$ cat src/rtl/araddr_fifo_pkg.sv
// rtl/araddr_fifo_pkg.sv - shared FSM encoding, FIFO word layout and AXI constants
package araddr_fifo_pkg;

  typedef enum logic [1:0] {
    ST_IDLE = 2'd0,
    ST_WAIT = 2'd1,
    ST_ADDR = 2'd2
  } rd_state_t;

  // FIFO word is {arlen, araddr}; arlen sits directly above the address field
  localparam int ARADDR_LSB = 0;
  localparam int ARLEN_W    = 8;

  localparam logic [1:0] AXI_BURST_INCR = 2'b01;

  function automatic int arlen_lsb(input int addr_w);
    return ARADDR_LSB + addr_w;
  endfunction

endpackage

$ cat src/rtl/araddr_fifo_reader_outstanding_ctr.sv
// rtl/araddr_fifo_reader_outstanding_ctr.sv - in-flight burst up/down counter with sticky underflow
module outstanding_ctr #(
  parameter int c_MAX = 4
) (
  input  logic       clk,
  input  logic       rst,
  input  logic       inc,
  input  logic       dec,
  output logic [3:0] count,
  output logic       err_underflow
);

  localparam logic [3:0] MAX_CNT = 4'(c_MAX);

  // simultaneous inc and dec cancel; a stray completion at zero is flagged, not wrapped
  always_ff @(posedge clk) begin
    if (rst) begin
      count         <= 4'd0;
      err_underflow <= 1'b0;
    end else if (inc && !dec) begin
      if (count < MAX_CNT) begin
        count <= count + 4'd1;
      end
    end else if (dec && !inc) begin
      if (count == 4'd0) begin
        err_underflow <= 1'b1;
      end else begin
        count <= count - 4'd1;
      end
    end
  end

endmodule

$ cat src/rtl/araddr_fifo_reader.sv
// rtl/araddr_fifo_reader.sv - pops AR requests from an external FIFO and issues them on AXI AR
module araddr_fifo_reader
  import araddr_fifo_pkg::*;
#(
  parameter int         c_ADDR_WIDTH      = 28,
  parameter int         c_OUTPUT_REG      = 0,
  parameter int         c_MAX_OUTSTANDING = 4,
  parameter logic [2:0] c_ARSIZE          = 3'b011
) (
  input  logic                    rd_clk,
  input  logic                    rd_rst,
  input  logic [c_ADDR_WIDTH+7:0] rd_data,
  input  logic                    rd_empty,
  output logic                    rd_en,
  output logic                    rd_oce,
  output logic [c_ADDR_WIDTH-1:0] m_araddr,
  output logic [7:0]              m_arlen,
  output logic [2:0]              m_arsize,
  output logic [1:0]              m_arburst,
  output logic                    m_arvalid,
  input  logic                    m_arready,
  input  logic                    m_rvalid,
  input  logic                    m_rready,
  input  logic                    m_rlast,
  output logic [3:0]              outstanding,
  output logic                    busy,
  output logic                    err_underflow
);

  localparam logic [3:0] MAX_CNT   = 4'(c_MAX_OUTSTANDING);
  localparam logic [1:0] WAIT_LAST = 2'(c_OUTPUT_REG);
  localparam int         LEN_LSB   = arlen_lsb(c_ADDR_WIDTH);

  rd_state_t             state, state_nxt;
  logic [1:0]            wait_cnt;
  logic                  wait_last;
  logic                  can_issue;
  logic                  ar_hs;
  logic                  r_done;
  logic [c_ADDR_WIDTH-1:0] hold_addr;
  logic [7:0]            hold_len;

  assign wait_last = (wait_cnt == WAIT_LAST);
  assign can_issue = !rd_empty && (outstanding < MAX_CNT);
  assign ar_hs     = m_arvalid && m_arready;
  assign r_done    = m_rvalid && m_rready && m_rlast;

  always_ff @(posedge rd_clk) begin
    if (rd_rst) begin
      state <= ST_IDLE;
    end else begin
      state <= state_nxt;
    end
  end

  always_comb begin
    state_nxt = state;
    unique case (state)
      ST_IDLE: if (can_issue) state_nxt = ST_WAIT;
      ST_WAIT: if (wait_last) state_nxt = ST_ADDR;
      ST_ADDR: if (m_arready) state_nxt = ST_IDLE;
      default: state_nxt = ST_IDLE;
    endcase
  end

  always_comb begin
    rd_en     = (state == ST_IDLE) && can_issue && !rd_rst;
    m_arvalid = (state == ST_ADDR);
    busy      = (state != ST_IDLE) || (outstanding != 4'd0);
  end

  // wait_cnt restarts at zero on every entry to WAIT, matching FIFO read latency
  always_ff @(posedge rd_clk) begin
    if (rd_rst || state != ST_WAIT) begin
      wait_cnt <= 2'd0;
    end else begin
      wait_cnt <= wait_cnt + 2'd1;
    end
  end

  // the AR payload is driven only from this register so it cannot move while stalled
  always_ff @(posedge rd_clk) begin
    if (rd_rst) begin
      hold_addr <= '0;
      hold_len  <= 8'd0;
    end else if (state == ST_WAIT && wait_last) begin
      hold_addr <= rd_data[ARADDR_LSB +: c_ADDR_WIDTH];
      hold_len  <= rd_data[LEN_LSB +: ARLEN_W];
    end
  end

  assign m_araddr  = hold_addr;
  assign m_arlen   = hold_len;
  assign m_arsize  = c_ARSIZE;
  assign m_arburst = AXI_BURST_INCR;
  assign rd_oce    = 1'b1;

  outstanding_ctr #(
    .c_MAX(c_MAX_OUTSTANDING)
  ) u_outstanding_ctr (
    .clk          (rd_clk),
    .rst          (rd_rst),
    .inc          (ar_hs),
    .dec          (r_done),
    .count        (outstanding),
    .err_underflow(err_underflow)
  );

endmodule

$ cat config.mk
export PLATFORM = sky130hd
export DESIGN_NAME = araddr_fifo_reader
export DESIGN_NICKNAME = d
export VERILOG_FILES = /design/src/rtl/araddr_fifo_pkg.sv /design/src/rtl/araddr_fifo_reader_outstanding_ctr.sv /design/src/rtl/araddr_fifo_reader.sv
export SDC_FILE = /design/constraint.sdc
export NUM_CORES = 1
export LEC_CHECK = 0
export CAP_MARGIN = 20
export CORE_MARGIN = 10
export CORE_UTILIZATION = 43
export DETAILED_ROUTE_END_ITERATION = 12
export PLACE_DENSITY = 0.83
export SLEW_MARGIN = 10
export SYNTH_ARGS = -nofsm -noshare
export SYNTH_HDL_FRONTEND = slang
export SYNTH_SLANG_ARGS = --single-unit
$ cat constraint.sdc
create_clock -name rd_clk -period 4.4 [get_ports rd_clk]
set_input_delay 0.88 -clock rd_clk [delete_from_list [all_inputs] [get_ports rd_clk]]
set_output_delay 0.88 -clock rd_clk [all_outputs]
set_load 0.01 [all_outputs]
==> reports/results.ini, run 1 <==
[status]
status=finished clean

[synth]
synth_top_family_by_area=simple AND/OR/NAND/NOR gates
ys_seq_elements=45
yosys_warnings=0
seq_area_frac_synth_pct=48.9
synth.area.mux_share_pct=1.83
avgSynthCellArea_um2=8.12
synthAdderAreaFrac_pct=4.48
synth_xor_area_share_pct=0.475
synth_cell_types=36
netlist_area_um2=1840
synth_compound_area_share_pct=14.8
synthCells=227
synth_simple_gate_area_share_pct=22.1

[sta]
fin_crit_sh_pct=73.2
fmaxAchievable_mhz=310
finalClockSkew_ps=5.01
hold_violations=0
post-route-min-period_ps=3220
setup_violations=0
final_max_slew_viol_count=0
tightest_slew_ps=710
grt_setup_unrepaired=no
finalSetupTns_ps=0
relSlewSlack_pct=52.5

[clock_tree]
cts_sinks=45
cts_max_level=2
cts_max_path_buffers=2
clkLatencyLatePin_ps=280
cts_root_buf=clkbuf_8
cts_tree=yes
postCtsSetupRepairBufs=0
numCtsBuffers=5
cts-hold-fix-buffers=0
cts_resized=0
clk_pin_slew_worst_paths_ps=80

[global_route]
grt_overflow=0
antenna_found_initial=0
grt_pass1_vias=1761
grt_pass1_wl_um=8710
grt_max_degree=49
track_usage_pct=14.2

[finish]
syn2layout_area_growth_pct=50.8
finalNonFillerCells=359
diodes=0
fin_nets=357
layout_common_cells=clkdlybuf4s50_1, nand2_1, dfxtp_1, a21oi_1, inv_1
drive_above_1_share_pct=3.88
final_common_cell=clkdlybuf4s50_1
n_fill_cell=372
fin_area_um2=2780

[worst_setup_path]
path_buf_inv=2
path_max_fanout=2
worst_r2r_endpoint=u_outstanding_ctr.count[3]
cp-end-kind=output port
arrival_ps=2340
cp.required_ps=3520
critPathSlowestCell=clkdlybuf4s50_1
worstPathCellList=clkdlybuf4s50_1, or3_1, nor4_1, clkdlybuf4s50_1
criticalPathCategory=input port to output port
path_depth=4
r2r_setup_slack_ps=2030
crit_start=rd_empty
critical_path.most_common_cell=clkdlybuf4s50_1
start_kind=input port
max_stage_delay_ps=590
rr_worst_depth=9
cpLargestDelayFamily=buffers and inverters
crit_end=rd_en
reg2reg_from=state[1]

[die]
die_y_um=85.5
io_pins=93
core_area_um2=4090
rows=23
start_util_pct=45.1
fp.dieW_um=85.5
dieArea_um2=7310

[detailed_routing]
drt_first_pass_iters=4
vias=1751
wl_per_cell_um=14.6
wirelength_um=5240
first_iter_violations=89
drcViolationCount=0
ant_nets=0
via_per_inst=4.88

[job]
max_cap_violations=0

[pwr]
p_leak_nw=1.02
irDropWorstVdd_mv=0.214
powerDensity_nw_per_um2=306

[placed_design]
gp_congestion=0.822
dp_cells=351
dp_hpwl_um=3890
io_buffer_count=86
placed_cell_area_um2=2700

[worst_hold_path]
worstHoldPathType=flop to flop
holdPathStages=1

==> cell type report <==
type / count / area [um^2] / share of cell area, %
Sequential cell: 45 / 901 / 32.4
Timing Repair Buffer: 89 / 883 / 31.8
Multi-Input combinational cell: 160 / 827 / 29.7
Clock buffer: 8 / 80.1 / 2.88
Tap cell: 50 / 62.6 / 2.25
Inverter: 7 / 26.3 / 0.945
==> Yosys cell counts <==
library cell	n	area share, %
nor3_1	1	0.27
buf_4	6	2.4
a31oi_1	1	0.34
buf_1	2	0.41
nand4_1	1	0.34
buf_2	8	2.2
nand2_1	74	15
ha_1	5	3.4
nand2b_1	2	0.68
fa_1	1	1.1
nor2b_1	2	0.68
nor4b_1	1	0.48
nor2_1	4	0.81
conb_1	2	0.41
nand3b_1	1	0.41
inv_1	7	1.4
or4_1	1	0.41
a21o_1	1	0.41
o21ai_0	3	0.81
o2111ai_1	1	0.48
dfxtp_1	45	49
nor4_1	2	0.68
o21a_1	1	0.41
o22ai_1	1	0.34
or4_4	1	0.61
or3_1	1	0.34
o211ai_2	1	0.68
nor4bb_1	1	0.54
o41ai_1	1	0.48
nand3_1	1	0.27
mux2_2	2	1.2
clkbuf_1	3	0.61
a21oi_1	40	11
mux2_1	1	0.61
xnor2_1	1	0.48
and3b_1	1	0.48
==> registers in the layout (all words and copies together), names as in the netlist <==
register / flops
m_araddr: 28
state: 2
u_outstanding_ctr.count: 4
m_arlen: 8
wait_cnt: 2
u_outstanding_ctr.err_underflow: 1
==> kinds of logic after synthesis <==
group / count (synthesis)
AND/OR/NAND/NOR: 94
AO/OA/AOI/OAI: 50
flip-flops: 45
buffers and inverters: 26
adder cells (fa/ha/maj): 6
multiplexers: 3
other: 2
XOR/XNOR: 1
==> per-stage QoR <==
step / hold slack [ps] / util [%] / setup slack (ps) / total power [mW]
after detailed placement: 432 / 66.1 / 1150 / 0.626
after floorplan: 398 / - / 1960 / 0.530
after global placement: 410 / 66.1 / 1160 / 0.622
final: 445 / 68.0 / 1180 / 0.852
after CTS: 441 / 68.0 / 1160 / 0.862
after global routing: 455 / 68.0 / 1050 / 0.896
==> where the power goes <==
part	switching, mW	internal (mW)	total [mW]	leakage [nW]
sequential	0.0138	0.429	0.443	0.366
combinational	0.0760	0.0953	0.171	0.619
clock	0.125	0.113	0.237	0.0395
==> worst register-to-register path, cell delays in order (launching register included) <==
cell	delay [ps]
dfxtp_1	480
nor2b_1	260
nand2_1	110
inv_1	70
ha_1	250
inv_1	150
ha_1	300
a21o_1	180
a21oi_1	150
mux2_2	340
==> how the worst min path moves through the flow <==
stage                     start           to  slack, ps
detailed placement  wait_cnt[0]  wait_cnt[0]        430
global route        wait_cnt[0]  wait_cnt[0]        460
CTS                 wait_cnt[0]  wait_cnt[0]        440
finish              wait_cnt[0]  wait_cnt[0]        440
global placement    wait_cnt[0]  wait_cnt[0]        410
floorplan           wait_cnt[0]  wait_cnt[0]        400
==> layer usage <==
metal | GRT usage, % | part of all wire [%] | up-vias
met5 | 0 | 0 | -
met1 | 15.6 | 42 | 783
met2 | 24.0 | 48 | 62
met3 | 6.60 | 8.8 | 8
li1 | - | - | 898
met4 | 4.04 | 1.1 | 0
No activity file was read; power rests on OpenSTA's default activity.
==> run 2, diff against run 1 <==
- CORE_UTILIZATION: 43 -> 40
- PLACE_DENSITY: 0.83 -> 0.78
- clock period: 4.4 -> 3.25 ns (I/O delays scaled with it)
==> run 2 against run 1 <==
Via count is 0.29% higher; worst hold slack worse by 14 ps; total power is 41% higher; final cell count is 0.56% higher; wire length is 4.1% lower; sequential cell count stayed put; combinational power is 34% higher; die area is 5.7% higher.
==> reports/results.ini, run 2 (synthesis gave the netlist of run 1 again) <==
[status]
status=finished clean

[finish]
diodes=0
syn2layout_area_growth_pct=51.9
drive_above_1_share_pct=5.18
layout_common_cells=clkdlybuf4s50_1, nand2_1, dfxtp_1, a21oi_1
final_common_cell=clkdlybuf4s50_1
largest_register_ff_count=28
fin_nets=357
fin_area_um2=2800
n_fill_cell=399

[global_route]
grt_pass1_vias=1645
antenna_found_initial=0
grt_pass1_wl_um=7940
grt_max_degree=49
grt_overflow=0
track_usage_pct=12.5

[pwr]
p_leak_nw=1.04
powerDensity_nw_per_um2=429
irDropWorstVdd_mv=0.237

[detailed_routing]
drt_first_pass_iters=4
wirelength_um=5020
vias=1756
drcViolationCount=0
ant_nets=0
wl_per_cell_um=13.9
via_per_inst=4.86
first_iter_violations=77

[job]
max_cap_violations=0

[clock_tree]
cts_tree=yes
cts_sinks=45
postCtsSetupRepairBufs=0
cts_max_level=2
cts-hold-fix-buffers=0
numCtsBuffers=5
clkLatencyLatePin_ps=290
cts_max_path_buffers=2
cts_root_buf=clkbuf_8
clk_pin_slew_worst_paths_ps=80
cts_resized=0

[worst_setup_path]
start_kind=input port
criticalPathCategory=input port to output port
path_max_fanout=2
cp.required_ps=2600
arrival_ps=2120
cp-end-kind=output port

[sta]
finalSetupTns_ps=0
hold_slack_ps=431
fmaxAchievable_mhz=361
hold_violations=0
setup_violations=0
grt_setup_unrepaired=no
finalClockSkew_ps=3.09
final_max_slew_viol_count=0
post-route-min-period_ps=2770
fin_crit_sh_pct=85.2
setup_ws_ps=481

[die]
io_pins=93
start_util_pct=41.8
die_y_um=87.9
core_area_um2=4410
fp.dieW_um=87.9
rows=24
dieArea_um2=7720

[placed_design]
dp_hpwl_um=3690
placed_cell_area_um2=2700
io_buffer_count=86
pre_cts_slack_ps=477
gp_congestion=0.777

[worst_hold_path]
worstHoldPathType=flop to flop

## run 2: final timing paths
path | from | endpoint | slack [ps] | cells after the start
worst min-delay path | wait_cnt[0] | wait_cnt[0] | 430 | 1
worst max-delay path | rd_empty | rd_en | 480 | 4
worst max register to register | state[1] | u_outstanding_ctr.count[3] | 960 | 9
worst min register to register | wait_cnt[0] | wait_cnt[0] | 430 | 1
## run 2: worst max-delay path: stages
cell,delay [ps]
clkdlybuf4s50_1,380
or3_1,330
nor4_1,170
clkdlybuf4s50_1,580
## run 2: per-stage QoR
stage	instances	total power [mW]	util (%)
after floorplan	231	0.718	-
after global placement	353	0.841	61.1
after detailed placement	353	0.844	61.1
after CTS	361	1.22	63.4
after global routing	361	1.26	63.4
final	361	1.20	63.4
## run 2: power by group
group / internal, mW / leakage (nW) / switching (mW)
logic: 0.128 / 0.619 / 0.101
registers: 0.581 / 0.366 / 0.0180
clock network: 0.192 / 0.0542 / 0.180
total: 0.902 / 1.04 / 0.298
## run 2: routing by layer
layer,global-route usage [%],up-vias,part of all wire [%]
met5,0,-,0
met4,3.04,0,0.88
met3,5.66,6,12
met2,19.9,76,44
met1,15.0,773,43
li1,-,901,-
## run 2: layout make-up
type | count | area (um^2) | share of cell area [%]
well taps | 52 | 65.1 | 2.32
repair buffers | 89 | 878 | 31.4
clock inverters | 1 | 5.00 | 0.179
inverters | 7 | 26.3 | 0.939
flip-flops and latches | 45 | 901 | 32.2
clock buffers | 7 | 96.3 | 3.44
multi-input cells | 160 | 827 | 29.5
